<file path="src/rtl/mmio_pkg.sv">
// Shared constants and types for the memory-mapped result port.
package mmio_pkg;

    typedef logic [31:0] word_t;

    localparam word_t BASE_ADDR_DEFAULT = 32'h0000_0100;

    localparam word_t OFS_DATA   = 32'd0;
    localparam word_t OFS_STATUS = 32'd4;

    localparam int ST_EMPTY   = 0;
    localparam int ST_FULL    = 1;
    localparam int ST_OVF     = 2;
    localparam int ST_CNT_LSB = 16;

endpackage

</file>
<file path="src/rtl/sync_fifo.sv">
// Show-ahead FIFO: the head word is visible combinationally; a full FIFO
// still accepts a push when a pop happens in the same cycle.
module sync_fifo
    import mmio_pkg::*;
#(
    parameter int DEPTH = 8
) (
    input  logic                       clk,
    input  logic                       reset,
    input  logic                       push,
    input  logic                       pop,
    input  word_t                      wdata,
    output word_t                      rdata,
    output logic                       empty,
    output logic                       full,
    output logic [$clog2(DEPTH):0]     count,
    output logic                       drop
);

    localparam int PW = $clog2(DEPTH);
    localparam int CW = PW + 1;
    localparam logic [CW-1:0] FULL_CNT = CW'(DEPTH);

    word_t          mem [DEPTH];
    logic [PW-1:0]  head_reg, head_next;
    logic [PW-1:0]  tail_reg, tail_next;
    logic [CW-1:0]  count_reg, count_next;
    logic           push_acc;
    logic           pop_acc;

    assign empty    = (count_reg == '0);
    assign full     = (count_reg == FULL_CNT);
    assign pop_acc  = pop && !empty;
    assign push_acc = push && (!full || pop_acc);
    assign drop     = push && !push_acc;
    assign count    = count_reg;
    assign rdata    = empty ? '0 : mem[head_reg];

    always_comb begin
        head_next  = head_reg;
        tail_next  = tail_reg;
        count_next = count_reg;
        if (pop_acc)
            head_next = head_reg + 1'b1;
        if (push_acc)
            tail_next = tail_reg + 1'b1;
        if (push_acc && !pop_acc)
            count_next = count_reg + 1'b1;
        else if (pop_acc && !push_acc)
            count_next = count_reg - 1'b1;
    end

    always_ff @(posedge clk or negedge reset) begin
        if (!reset) begin
            head_reg  <= '0;
            tail_reg  <= '0;
            count_reg <= '0;
        end else begin
            head_reg  <= head_next;
            tail_reg  <= tail_next;
            count_reg <= count_next;
        end
    end

    // Storage needs no reset: reads are masked by the empty flag.
    always_ff @(posedge clk) begin
        if (push_acc)
            mem[tail_reg] <= wdata;
    end

endmodule

</file>
<file path="src/rtl/mmio_result_port.sv">
// Store sink on the core data bus: DATA pushes into a FIFO drained by a
// valid/ready consumer; STATUS reports occupancy and a sticky overflow flag.
module mmio_result_port
    import mmio_pkg::*;
#(
    parameter word_t BASE_ADDR = BASE_ADDR_DEFAULT,
    parameter int    DEPTH     = 8
) (
    input  logic  clk,
    input  logic  reset,
    input  logic  MemWrite,
    input  word_t DataAdr,
    input  word_t WriteData,
    output word_t ReadData,
    output logic  out_valid,
    output word_t out_data,
    input  logic  out_ready,
    output logic  overflow
);

    localparam int CW = $clog2(DEPTH) + 1;

    logic          sel_data;
    logic          sel_status;
    logic          push;
    logic          pop;
    logic          empty;
    logic          full;
    logic          drop;
    logic          ovf_clr;
    logic [CW-1:0] count;
    logic          overflow_reg;
    word_t         head_word;
    word_t         status_word;

    assign sel_data   = (DataAdr == BASE_ADDR + OFS_DATA);
    assign sel_status = (DataAdr == BASE_ADDR + OFS_STATUS);
    assign push       = MemWrite && sel_data;
    assign ovf_clr    = MemWrite && sel_status && WriteData[0];
    assign out_valid  = !empty;
    assign pop        = out_valid && out_ready;
    assign out_data   = head_word;
    assign overflow   = overflow_reg;

    sync_fifo #(
        .DEPTH (DEPTH)
    ) u_fifo (
        .clk   (clk),
        .reset (reset),
        .push  (push),
        .pop   (pop),
        .wdata (WriteData),
        .rdata (head_word),
        .empty (empty),
        .full  (full),
        .count (count),
        .drop  (drop)
    );

    // A dropped push in the same cycle as a clear keeps the flag set.
    always_ff @(posedge clk or negedge reset) begin
        if (!reset)
            overflow_reg <= 1'b0;
        else if (drop)
            overflow_reg <= 1'b1;
        else if (ovf_clr)
            overflow_reg <= 1'b0;
    end

    always_comb begin
        status_word                       = '0;
        status_word[ST_CNT_LSB +: CW]     = count;
        status_word[ST_OVF]               = overflow_reg;
        status_word[ST_FULL]              = full;
        status_word[ST_EMPTY]             = empty;
    end

    always_comb begin
        ReadData = '0;
        if (sel_data)
            ReadData = head_word;
        else if (sel_status)
            ReadData = status_word;
    end

endmodule

</file>
<file path="config.mk">
export PLATFORM = sky130hd
export DESIGN_NAME = mmio_result_port
export DESIGN_NICKNAME = d
export VERILOG_FILES = /design/src/rtl/mmio_pkg.sv /design/src/rtl/sync_fifo.sv /design/src/rtl/mmio_result_port.sv
export SDC_FILE = /design/constraint.sdc
export NUM_CORES = 1
export LEC_CHECK = 0
export CAP_MARGIN = 20
export CORE_MARGIN = 2
export CORE_UTILIZATION = 50
export CTS_CLUSTER_SIZE = 8
export DETAILED_ROUTE_END_ITERATION = 8
export MAX_ROUTING_LAYER = met4
export PLACE_DENSITY_LB_ADDON = 0.3
export SETUP_SLACK_MARGIN = 0.2
export SLEW_MARGIN = 20
export SYNTH_ARGS = -nofsm -noshare
export SYNTH_HDL_FRONTEND = slang
export SYNTH_SLANG_ARGS = --single-unit
</file>
<file path="constraint.sdc">
create_clock -name clk -period 4.85 [get_ports clk]
set_clock_uncertainty 0.05 [all_clocks]
set_input_delay 0.7275 -clock clk [delete_from_list [all_inputs] [get_ports clk]]
set_output_delay 0.7275 -clock clk [all_outputs]
set_load 0.005 [all_outputs]
</file>
==> summary.txt, run 1 <==
Hold path
  • Hold Crit Class: in2async

Cells and area
  • Fin cells: 1043
  • Register area: 7974 µm²
  • Layout area overhead: 26.49%
  • Ant. Diodes: 0
  • Final Util: 0.6493
  • Area of the multi-input gates: 2785 µm²
  • Largest register FFs: 256
  • Final net count: 825
  • Layout cell share with drive strength beyond 1: 0.1901
  • FILL cells: 1440

CTS
  • Resize count post-CTS: 0
  • CTS sink count: 267
  • Clock transition at path regs: 50 ps
  • Number of H-tree levels: 2
  • Root buffer cell: clkbuf_16
  • CTS tree: yes
  • Worst-case clock buffer depth: 3
  • CTS buffer count: 39
  • Hold bufs inserted after CTS: 0
  • Post-CTS setup buffers: 0
  • Clock latency at the later pin of the worst-skew pair: 510 ps

Outcome
  • Status: complete, no violations

Placement
  • Placed cell count: 985
  • Port bufs: 133
  • Post-DP HPWL: 13200 µm
  • Placer congestion estimate: 0.8234

Logic synthesis
  • Synth Register Bits: 267
  • Syn Inst Count: 585
  • Netlist cell types: 36
  • Mux cell area share after synthesis: 0.1372
  • Synth warn: 0
  • Sequential area share after synthesis: 0.7333
  • XOR/XNOR share of the synthesized area: 0.005646
  • Post-synth net total: 659
  • Dominant cell type by area after synthesis: edfxtp_1
  • Post-synth EDFFs: 256
  • Synth Cell Area: 10860 µm²
  • Top_reg_cell synth: edfxtp_1
  • Top cells by area, synth: edfxtp_1 (71%), mux4_2 (12%), dfrtp_1 (2.5%)
  • Async set-reset flop share out of synthesis: 0.04120
  • Mean Syn Cell Area: 18.56 µm²
  • Compound-Gate Fraction of Synth Area: 0.01786
  • Top-area cell type share of the netlist area: 0.7079
  • Post-Synth Adder-Cell Area: 0.007605
  • Largest family of logic cells by synthesized area: multiplexers
  • Simple-Gate Fraction of Synth Area: 0.08261

GRT
  • Total Routing Usage GR: 0.2111
  • Largest net degree at the start of global routing: 62
  • Global route overflow: 0
  • Initial antenna violation count: 0
  • Global-route wire length before repair: 34600 µm
  • Vias in the first global route: 6253

Timing
  • Setup-failing EPs final: 0
  • Least-Margin Pin Slew: 922.8 ps
  • Period utilization: 0.8636
  • Relative slew slack: 0.3848
  • Fmax achieved: 0.2387 GHz
  • Slew Limit Fails: 0
  • Fin. Hold Viols: 0
  • RSZ-0062 raised after global routing: no
  • Minimum clock period: 4189 ps

Critical path
  • FF-to-FF Start: u_fifo.count[0]$_DFFE_PN0P_
  • Worst Path Max Fanout: 24
  • Crit path DAT: 3410 ps
  • CP Cell Sequence: clkdlybuf4s50_1 > nor4_1 > nand4_1 > or3_2 > nor2b_1 > clkdlybuf4s50_1
  • CP Class: in2out
  • Crit start category: primary input
  • Worst Setup SP: DataAdr[22]
  • Kind of end point of the critical path: output pin
  • Slowest cell on crit path: or3_2
  • Largest stage delay, worst path: 800 ps
  • Worst path most repeated cell: clkdlybuf4s50_1
  • CP required: 4070 ps

Routing
  • DR vias: 5920
  • Drt pass-1 iters: 5
  • Avg WL per Cell: 21.84 µm
  • Routed Antenna Nets: 0
  • Detailed Route Iter0 Violations: 447
  • Final wirelength: 22780 µm
  • Vias per cell: 5.676
  • Drc violations: 0

Floorplanning
  • Row cnt: 53
  • Die width: 151.4 µm
  • Core Region: 21150 µm²
  • Die area: 22910 µm²
  • Starting Density: 0.5133
  • IO Pins: 134
  • Die Y-Extent: 151.4 µm

Power and ir drop
  • Net Sw Power: 923.5 µW
  • Internal Power: 4.127 mW
  • P per Cell Area: 367.7 nW/µm²
  • Leakage Power: 4.317 nW
  • Clock Power Share: 0.481
  • Comb pwr share: 0.018
  • VDD IR-drop max: 312.6 µV
  • Sequential share of power: 0.501
  • Sw frac: 0.1829

Job
  • MaxCap Viol Count: 0
==> routing by layer <==
metal  vias up  wire length (µm)  part of all wire  track usage
met5         -                 0                 0            -
li1       2647                 -                 -            -
met4         0               556             0.024      0.07850
met1      2970              9226              0.41       0.2640
met3        55              1732             0.076      0.04307
met2       248             11260              0.49       0.3448
==> logic make-up (layout without fill, tap and decap cells) <==
| kind of cell | count (synthesis) | after routing |
|---|---|---|
| buffers and inverters | 34 | 217 |
| xor gates and xnor gates | 7 | 7 |
| and+or+nand+nor | 158 | 158 |
| AOI/OAI and AO/OA | 37 | 37 |
| DFF | 267 | 267 |
| adders and majority gates | 6 | 6 |
| muxes | 76 | 76 |
==> cell type report <==
class / instances / area share
Clock buffer: 55 / 0.07697
Clock inverter: 3 / 0.004008
Inverter: 5 / 0.001366
Multi-Input combinational cell: 284 / 0.2028
Sequential cell: 267 / 0.5805
Tap cell: 275 / 0.02505
Timing Repair Buffer: 154 / 0.1093
==> cells in the mapped netlist, types with 2 or more instances <==
master and instances:
edfxtp_1 256, xnor2_1 7, nor2b_1 25, clkbuf_1 12, buf_2 5, nor4b_2 3
nor4_2 4, o21ai_0 2, dfrtp_1 11, a21oi_1 32, nor4_1 6, buf_1 4
nor3_1 5, inv_1 5, buf_6 2, nor2_1 11, mux2i_1 15, nand4_1 7
mux2_2 3, nand2b_1 33, buf_4 6, mux4_2 58, nand3_1 7, or3_1 2
ha_1 5, or2_2 2, nor3b_1 2, nand2_1 47
==> worst paths after layout <==
kind | end | slack [ps] | cells past startpoint
min reg2reg | overflow$_DFFE_PN0P_ | 530 | 2
max | ReadData[24] | 660 | 6
max in group asynchronous | u_fifo.head_reg[2]$_DFFE_PN0P_ | 3830 | 1
min | u_fifo.tail_reg[1]$_DFFE_PN0P_ | 520 | 1
max reg2reg | u_fifo.count[3]$_DFFE_PN0P_ | 1850 | 11
min in group clk | overflow$_DFFE_PN0P_ | 530 | 2
==> stage by stage <==
| stage | power [mW] | instance area [µm²] | hold slack [ps] | setup slack (ps) | setup TNS (ps) |
|---|---|---|---|---|---|
| after floorplan | 2.579 | 10860 | 381.9 | -648.0 | -41470 |
| after global placement | 2.657 | 12620 | 513.0 | 633.4 | 0 |
| after detailed placement | 2.662 | 12620 | 529.4 | 541.4 | 0 |
| after CTS | 5.094 | 13730 | 521.5 | 481.0 | 0 |
| after global routing | 5.198 | 13740 | 553.1 | 563.0 | 0 |
| final | 5.050 | 13740 | 516.1 | 661.4 | 0 |
==> power by group through the flow <==
stage | Sequential (mW) | Combinational (mW) | Clock (mW)
3_5_place_dp | 2.57 | 0.0889 | 0
6_report | 2.53 | 0.0889 | 2.43
2_1_floorplan | 2.57 | 0.00432 | 0
3_3_place_gp | 2.57 | 0.0842 | 0
4_1_cts | 2.53 | 0.0892 | 2.47
5_1_grt | 2.53 | 0.0960 | 2.57
==> critical path, delay by kind of cell <==
kind,cells,cell delay [ps]
AND/OR/NAND/NOR,4,1730
buffers and inverters,2,940
==> placed cells by master, fill, tap and decap left out, types with 8 or more instances in the layout <==
cell and instances:
edfxtp_1 256, clkdlybuf4s50_1 133, clkbuf_16 40, buf_4 20
mux2i_1 15, nand2_1 47, nand2b_1 33, a21oi_1 32
nor2_1 11, nor2b_1 25, mux4_2 58, dfrtp_1 8
clkbuf_1 15
Power figures use the tool's default switching activity.
==> inputs of run 2 (changes only) <==
--- a/config.mk
+++ b/config.mk
@@ -6,14 +6,12 @@
 export NUM_CORES = 1
 export LEC_CHECK = 0
 export CAP_MARGIN = 20
-export CORE_MARGIN = 2
 export CORE_UTILIZATION = 50
 export CTS_CLUSTER_SIZE = 8
 export DETAILED_ROUTE_END_ITERATION = 8
 export MAX_ROUTING_LAYER = met4
 export PLACE_DENSITY_LB_ADDON = 0.3
 export SETUP_SLACK_MARGIN = 0.2
-export SLEW_MARGIN = 20
 export SYNTH_ARGS = -nofsm -noshare
 export SYNTH_HDL_FRONTEND = slang
 export SYNTH_SLANG_ARGS = --single-unit
==> run 2 against run 1 <==
  * Global-route usage up 0.85 points
  * Die area down 2.6%
  * Final cell count down 0.38%
  * Critical path depth up 1
  * First-iteration DRC count up 4.3%
  * Clock power down 4%
  * Largest cell class unchanged
  * Highest routed layer unchanged
  * Fmax up 1.1%
  * Sequential power about the same
==> summary.txt, run 2 (same netlist as run 1, synthesis figures left out) <==
Outcome
  • Status: complete, no violations

Floorplanning
  • Row cnt: 53 (unchanged)
  • Die Y-Extent: 149.4 µm (-1.3%)
  • Die width: 149.4 µm (-1.3%)
  • Core Region: 21150 µm² (unchanged)
  • IO Pins: 134 (unchanged)
  • Die area: 22310 µm² (-2.6%)
  • Starting Density: 0.5133 (unchanged)

CTS
  • Clock latency at the later pin of the worst-skew pair: 490 ps (-20 ps)
  • Worst-case clock buffer depth: 3 (unchanged)
  • CTS buffer count: 39 (unchanged)
  • Resize count post-CTS: 0 (unchanged)
  • Hold bufs inserted after CTS: 0 (unchanged)
  • Number of H-tree levels: 2 (unchanged)
  • Root buffer cell: clkbuf_16
  • Clock transition at path regs: 50 ps (about the same)
  • CTS tree: yes
  • Post-CTS setup buffers: 0 (unchanged)
  • CTS sink count: 267 (unchanged)

GRT
  • Global route overflow: 0 (unchanged)
  • Global-route wire length before repair: 34780 µm (+0.52%)
  • Initial antenna violation count: 0 (unchanged)
  • Largest net degree at the start of global routing: 61 (-1.6%)
  • Total Routing Usage GR: 0.2196 (+0.008528)
  • Vias in the first global route: 6107 (-2.3%)

Cells and area
  • Layout cell share with drive strength beyond 1: 0.1859 (-0.004240)
  • Largest register FFs: 256 (unchanged)
  • Final net count: 824 (-0.12%)
  • FILL cells: 1433 (-0.49%)
  • Layout area overhead: 25.88%
  • Fin cells: 1039 (-0.38%)
  • Ant. Diodes: 0 (unchanged)
  • Most frequent cells in the layout: edfxtp_1 (256), clkdlybuf4s50_1 (133), mux4_2 (58)
  • Commonest non-fill, non-tap cell in the layout: edfxtp_1
  • Fin area: 13670 µm² (-0.48%)

Power and ir drop
  • Clock Power Share: 0.471 (-0.010)
  • Overall power: 4.948 mW (-2.0%)
  • Sw frac: 0.1853 (+0.002407)
  • Sequential share of power: 0.512 (+0.011)
  • VDD IR-drop max: 262.1 µV (-16%)
  • Leakage Power: 4.279 nW (-0.89%)
  • Net Sw Power: 916.8 µW (-0.73%)
  • P per Cell Area: 362.0 nW/µm² (-1.5%)
  • Internal Power: 4.032 mW (-2.3%)
  • Comb pwr share: 0.018 (about the same)

Critical path
  • Kind of end point of the critical path: output pin
  • FF-to-FF path depth: 11 (unchanged)
  • Worst Path Max Fanout: 15 (-38%)
  • Crit start category: primary input
  • Crit path DAT: 3370 ps (-40 ps)
  • CP Class: in2out
  • CP required: 4070 ps (about the same)
  • R2R Setup Slk: 1840 ps (about the same)

Timing
  • Least-Margin Pin Slew: 804.9 ps (-117.9 ps)
  • Worst Setup Slack, final: 706.6 ps (+45.18 ps)
  • Relative slew slack: 0.4634 (+0.07859)
  • RSZ-0062 raised after global routing: no
  • Period utilization: 0.8543 (-0.009314)
  • Setup-failing EPs final: 0 (unchanged)
  • Hold slack: 525.3 ps (+9.184 ps)
  • Slew Limit Fails: 0 (unchanged)
  • Fmax achieved: 0.2413 GHz (+1.1%)
  • Minimum clock period: 4143 ps (-45.18 ps)
  • Fin. Hold Viols: 0 (unchanged)

Routing
  • Detailed Route Iter0 Violations: 466 (+4.3%)
  • WL met1: 9474 µm (+2.7%)
  • Uppermost routed layer: met4
  • Final wirelength: 22790 µm (about the same)
  • Drc violations: 0 (unchanged)
  • Avg WL per Cell: 21.93 µm (+0.43%)
  • Wire length on met3: 1486 µm (-14%)
  • Routed Antenna Nets: 0 (unchanged)
  • Drt pass-1 iters: 5 (unchanged)
  • Vias per cell: 5.587 (-1.6%)
  • Routed wire length on met2: 11320 µm (+0.47%)
  • DR vias: 5805 (-1.9%)

Job
  • MaxCap Viol Count: 0 (unchanged)

Placement
  • Placed cell count: 983 (-0.20%)
  • Pre-CTS setup slack: 662.6 ps (+121.1 ps)
  • Post-DP HPWL: 13140 µm (-0.50%)
  • Port bufs: 133 (unchanged)
  • Placed Area: 12600 µm² (-0.12%)
  • Placer congestion estimate: 0.8116 (-1.4%)

Hold path
  • Hold Crit Class: in2async
[run 2: cell count changes in the layout (fill, tap and decap cells not counted), sizes merged]
cell / previous run / this run
bufinv: 1 / 0
buf: 21 / 20
clkbuf: 55 / 53
clkinv: 1 / 0
clkinvlp: 0 / 1
[run 2: power by group through the flow]
stage | Combinational (mW) | Sequential [mW] | Clock, mW
after floorplan | 0.00432 | 2.57 | 0
after global placement | 0.0835 | 2.57 | 0
after detailed placement | 0.0895 | 2.57 | 0
after CTS | 0.0900 | 2.53 | 2.38
after global routing | 0.0959 | 2.53 | 2.46
final | 0.0889 | 2.53 | 2.33
[run 2: per-layer routing]
layer | GRT usage | vias to the layer above
met5 | - | -
met4 | 0.06990 | 0
met3 | 0.03945 | 47
met2 | 0.3521 | 215
met1 | 0.2866 | 2902
li1 | - | 2641
[run 2: final timing paths]
path,from,endpoint
max,DataAdr[18],ReadData[10]
min,reset,u_fifo.count[3]$_DFFE_PN0P_
max reg2reg,u_fifo.count[0]$_DFFE_PN0P_,u_fifo.count[3]$_DFFE_PN0P_
min reg2reg,u_fifo.count[3]$_DFFE_PN0P_,u_fifo.count[3]$_DFFE_PN0P_
max in group asynchronous,reset,u_fifo.head_reg[0]$_DFFE_PN0P_
min in group clk,u_fifo.count[3]$_DFFE_PN0P_,u_fifo.count[3]$_DFFE_PN0P_
[run 2: final cells by class]
type,instances,area (µm²),share of cell area
tap,275,344.1,0.02517
clock buffer,53,1028,0.07524
clock inverter,2,16.27,0.001190
timing repair buffer,153,1506,0.1102
inverter,5,18.77,0.001373
sequential,267,7971,0.5832
multi-input combinational,284,2784,0.2037
[run 2: worst max-delay path: stages]
cell	delay, ps
clkdlybuf4s50_1	400
nor4_1	350
nand4_1	290
or3_1	630
buf_4	320
nor2b_1	130
clkdlybuf4s50_1	520
[run 2: per-stage QoR]
stage / TNS [ps] / util
floorplan: -41470 / -
global placement: 0 / 0.5958
detailed placement: 0 / 0.5958
CTS: 0 / 0.6452
global route: 0 / 0.6462
finish: 0 / 0.6462
==> inputs of run 3 (changes only) <==
--- a/config.mk
+++ b/config.mk
@@ -5,8 +5,8 @@
 export SDC_FILE = /design/constraint.sdc
 export NUM_CORES = 1
 export LEC_CHECK = 0
-export CAP_MARGIN = 20
-export CORE_UTILIZATION = 50
+export CORE_UTILIZATION = 52
+export CTS_BUF_LIST = sky130_fd_sc_hd__clkbuf_4
 export CTS_CLUSTER_SIZE = 8
 export DETAILED_ROUTE_END_ITERATION = 8
 export MAX_ROUTING_LAYER = met4
==> run 3 against run 2 <==
  * Fmax shrank 1.3%
  * Final area shrank 1.5%
  * Clock power shrank 20%
  * Register-to-register slack lost 70 ps
  * Final cell count grew 5.1%
  * Hold slack lost 140 ps
  * Wire length shrank 2.7%
  * Global-route usage grew 0.66 points
  * Worst setup slack lost 55 ps
  * Largest cell class unchanged
==> summary.txt, run 3 (same netlist as run 1, synthesis figures left out) <==
Cells and area
  • Most frequent cells in the layout: edfxtp_1 (256), clkdlybuf4s50_1 (133), clkbuf_4 (100)
  • Largest register FFs: 256 (unchanged)
  • Commonest non-fill, non-tap cell in the layout: edfxtp_1
  • Layout area overhead: 23.94%
  • Final net count: 853 (+3.5%)
  • FILL cells: 1388 (-3.1%)
  • Layout cell share with drive strength beyond 1: 0.2524 (+0.06658)
  • Fin area: 13460 µm² (-1.5%)
  • Fin cells: 1092 (+5.1%)

GRT
  • Largest net degree at the start of global routing: 62 (+1.6%)
  • Total Routing Usage GR: 0.2262 (+0.006571)
  • M1 GR Usage: 0.2776 (-0.009011)
  • Initial antenna violation count: 2 (+2)
  • GR Util met2: 0.3600 (+0.007917)
  • Global-route wire length before repair: 34720 µm (-0.16%)
  • Vias in the first global route: 6389 (+4.6%)
  • GR Layer Usage met3: 0.05750 (+0.01805)
  • Most used routing layer: met2
  • Global route overflow: 0 (unchanged)

CTS
  • Resize count post-CTS: 0 (unchanged)
  • Worst-case clock buffer depth: 3 (unchanged)
  • CTS tree: yes
  • Root buffer cell: clkbuf_4
  • CTS buffer count: 67 (+72%)
  • Post-CTS setup buffers: 0 (unchanged)
  • CTS sink count: 267 (unchanged)
  • Clock latency at the later pin of the worst-skew pair: 640 ps (+150 ps)
  • Number of H-tree levels: 3 (+1)
  • Hold bufs inserted after CTS: 0 (unchanged)
  • Clock transition at path regs: 70 ps (+20 ps)

Routing
  • DR vias: 5987 (+3.1%)
  • Vias per cell: 5.483 (-1.9%)
  • Final wirelength: 22170 µm (-2.7%)
  • Drt pass-1 iters: 5 (unchanged)
  • Routed Antenna Nets: 0 (unchanged)
  • Avg WL per Cell: 20.30 µm (-7.4%)
  • Drc violations: 0 (unchanged)
  • Detailed Route Iter0 Violations: 453 (-2.8%)

Critical path
  • Slowest cell on crit path: or3_1
  • CP Cell Sequence: clkdlybuf4s50_1 > nor4_1 > nand4_1 > or3_1 > buf_4 > nor2b_1 > clkdlybuf4s50_1
  • CP required: 4070 ps (about the same)
  • Worst Path Max Fanout: 15 (unchanged)
  • Worst path most repeated cell: clkdlybuf4s50_1
  • FF-to-FF Start: u_fifo.count[0]$_DFFE_PN0P_
  • R2R Setup Slk: 1770 ps (-70 ps)
  • FF-to-FF path depth: 11 (unchanged)
  • Crit path DAT: 3420 ps (+50 ps)
  • Kind of end point of the critical path: output pin
  • Reg2reg end: u_fifo.count[3]$_DFFE_PN0P_
  • Crit path buf inv count: 3 (unchanged)
  • CP Class: in2out
  • Crit start category: primary input
  • Largest delay share family, worst path: simple AND/OR/NAND/NOR gates
  • Largest stage delay, worst path: 640 ps (about the same)

Placement
  • Placed cell count: 980 (-0.31%)
  • Port bufs: 133 (unchanged)
  • Pre-CTS setup slack: 686.5 ps (+23.93 ps)
  • Placer congestion estimate: 0.8004 (-1.4%)
  • Placed Area: 12610 µm² (about the same)
  • Post-DP HPWL: 13020 µm (-0.87%)

Floorplanning
  • Row cnt: 52 (-1.9%)
  • Die area: 21470 µm² (-3.8%)
  • Starting Density: 0.5332 (+0.01990)
  • Die Y-Extent: 146.5 µm (-1.9%)
  • Die width: 146.5 µm (-1.9%)
  • IO Pins: 134 (unchanged)
  • Core Region: 20360 µm² (-3.7%)

Power and ir drop
  • VDD IR-drop max: 172.7 µV (-34%)
  • Leakage Power: 4.290 nW (+0.26%)
  • Overall power: 4.470 mW (-9.7%)
  • P per Cell Area: 332.1 nW/µm² (-8.3%)

Timing
  • Relative slew slack: 0.2197 (-0.2437)
  • Worst Setup Slack, final: 652.1 ps (-54.53 ps)
  • RSZ-0062 raised after global routing: no
  • Fin. Hold Viols: 0 (unchanged)
  • Slew Limit Fails: 0 (unchanged)
  • Setup_tns: 0 ps (unchanged)
  • Fmax achieved: 0.2382 GHz (-1.3%)
  • Period utilization: 0.8655 (+0.01124)
  • Least-Margin Pin Slew: 1170 ps (+365.5 ps)
  • Setup-failing EPs final: 0 (unchanged)
  • Minimum clock period: 4198 ps (+54.53 ps)

Hold path
  • Hold Crit Class: in2async

Outcome
  • Status: complete, no violations

Job
  • MaxCap Viol Count: 0 (unchanged)
==> run 3: area by class of cell <==
class,instances,area (µm²),area share
multi-input combinational,284,2784,0.2068
inverter,5,18.77,0.001394
antenna,2,5.005,0.0003718
tap,270,337.8,0.02510
sequential,267,7971,0.5923
timing repair buffer,154,1501,0.1116
clock inverter,10,90.09,0.006693
clock buffer,100,750.7,0.05578
==> run 3: where the power goes <==
group	switching [mW]	internal [mW]
registers	0.00000255	2.52
logic	0.0377	0.0503
clock network	0.819	1.04
total	0.857	3.61
==> run 3: metal layers <==
layer | vias to the layer above | routed length, µm
met3 | 34 | 1775
li1 | 2751 | -
met1 | 2941 | 9114
met4 | 0 | 352
met5 | - | 0
met2 | 261 | 10930
==> run 3: worst register-to-register path, stage by stage, from the launching register on <==
cell and delay (ps):
dfrtp_1 490, nor4_4 330, buf_4 470, inv_1 160, nand2_1 160, ha_1 190
inv_1 90, ha_1 290, a21o_1 180, a21oi_1 190, mux2i_1 270, xnor2_1 140
==> run 3: how the worst max path moves through the flow <==
stage / depth (start not counted) / from / to
after global placement: 7 / DataAdr[22] / ReadData[20]
after CTS: 6 / u_fifo.head_reg[0]$_DFFE_PN0P_ / ReadData[30]
after floorplan: 5 / DataAdr[5] / u_fifo.mem[0][0]$_DFFE_PP_
after detailed placement: 7 / DataAdr[1] / ReadData[9]
after global routing: 6 / u_fifo.head_reg[0]$_DFFE_PN0P_ / ReadData[30]
final: 7 / DataAdr[18] / ReadData[11]
==> run 3: metrics by stage <==
step	hold slack, ps	util
2_1_floorplan	381.9	-
4_1_cts	339.5	0.6607
3_3_place_gp	521.9	0.6194
6_report	382.9	0.6609
3_5_place_dp	522.5	0.6194
5_1_grt	376.9	0.6609
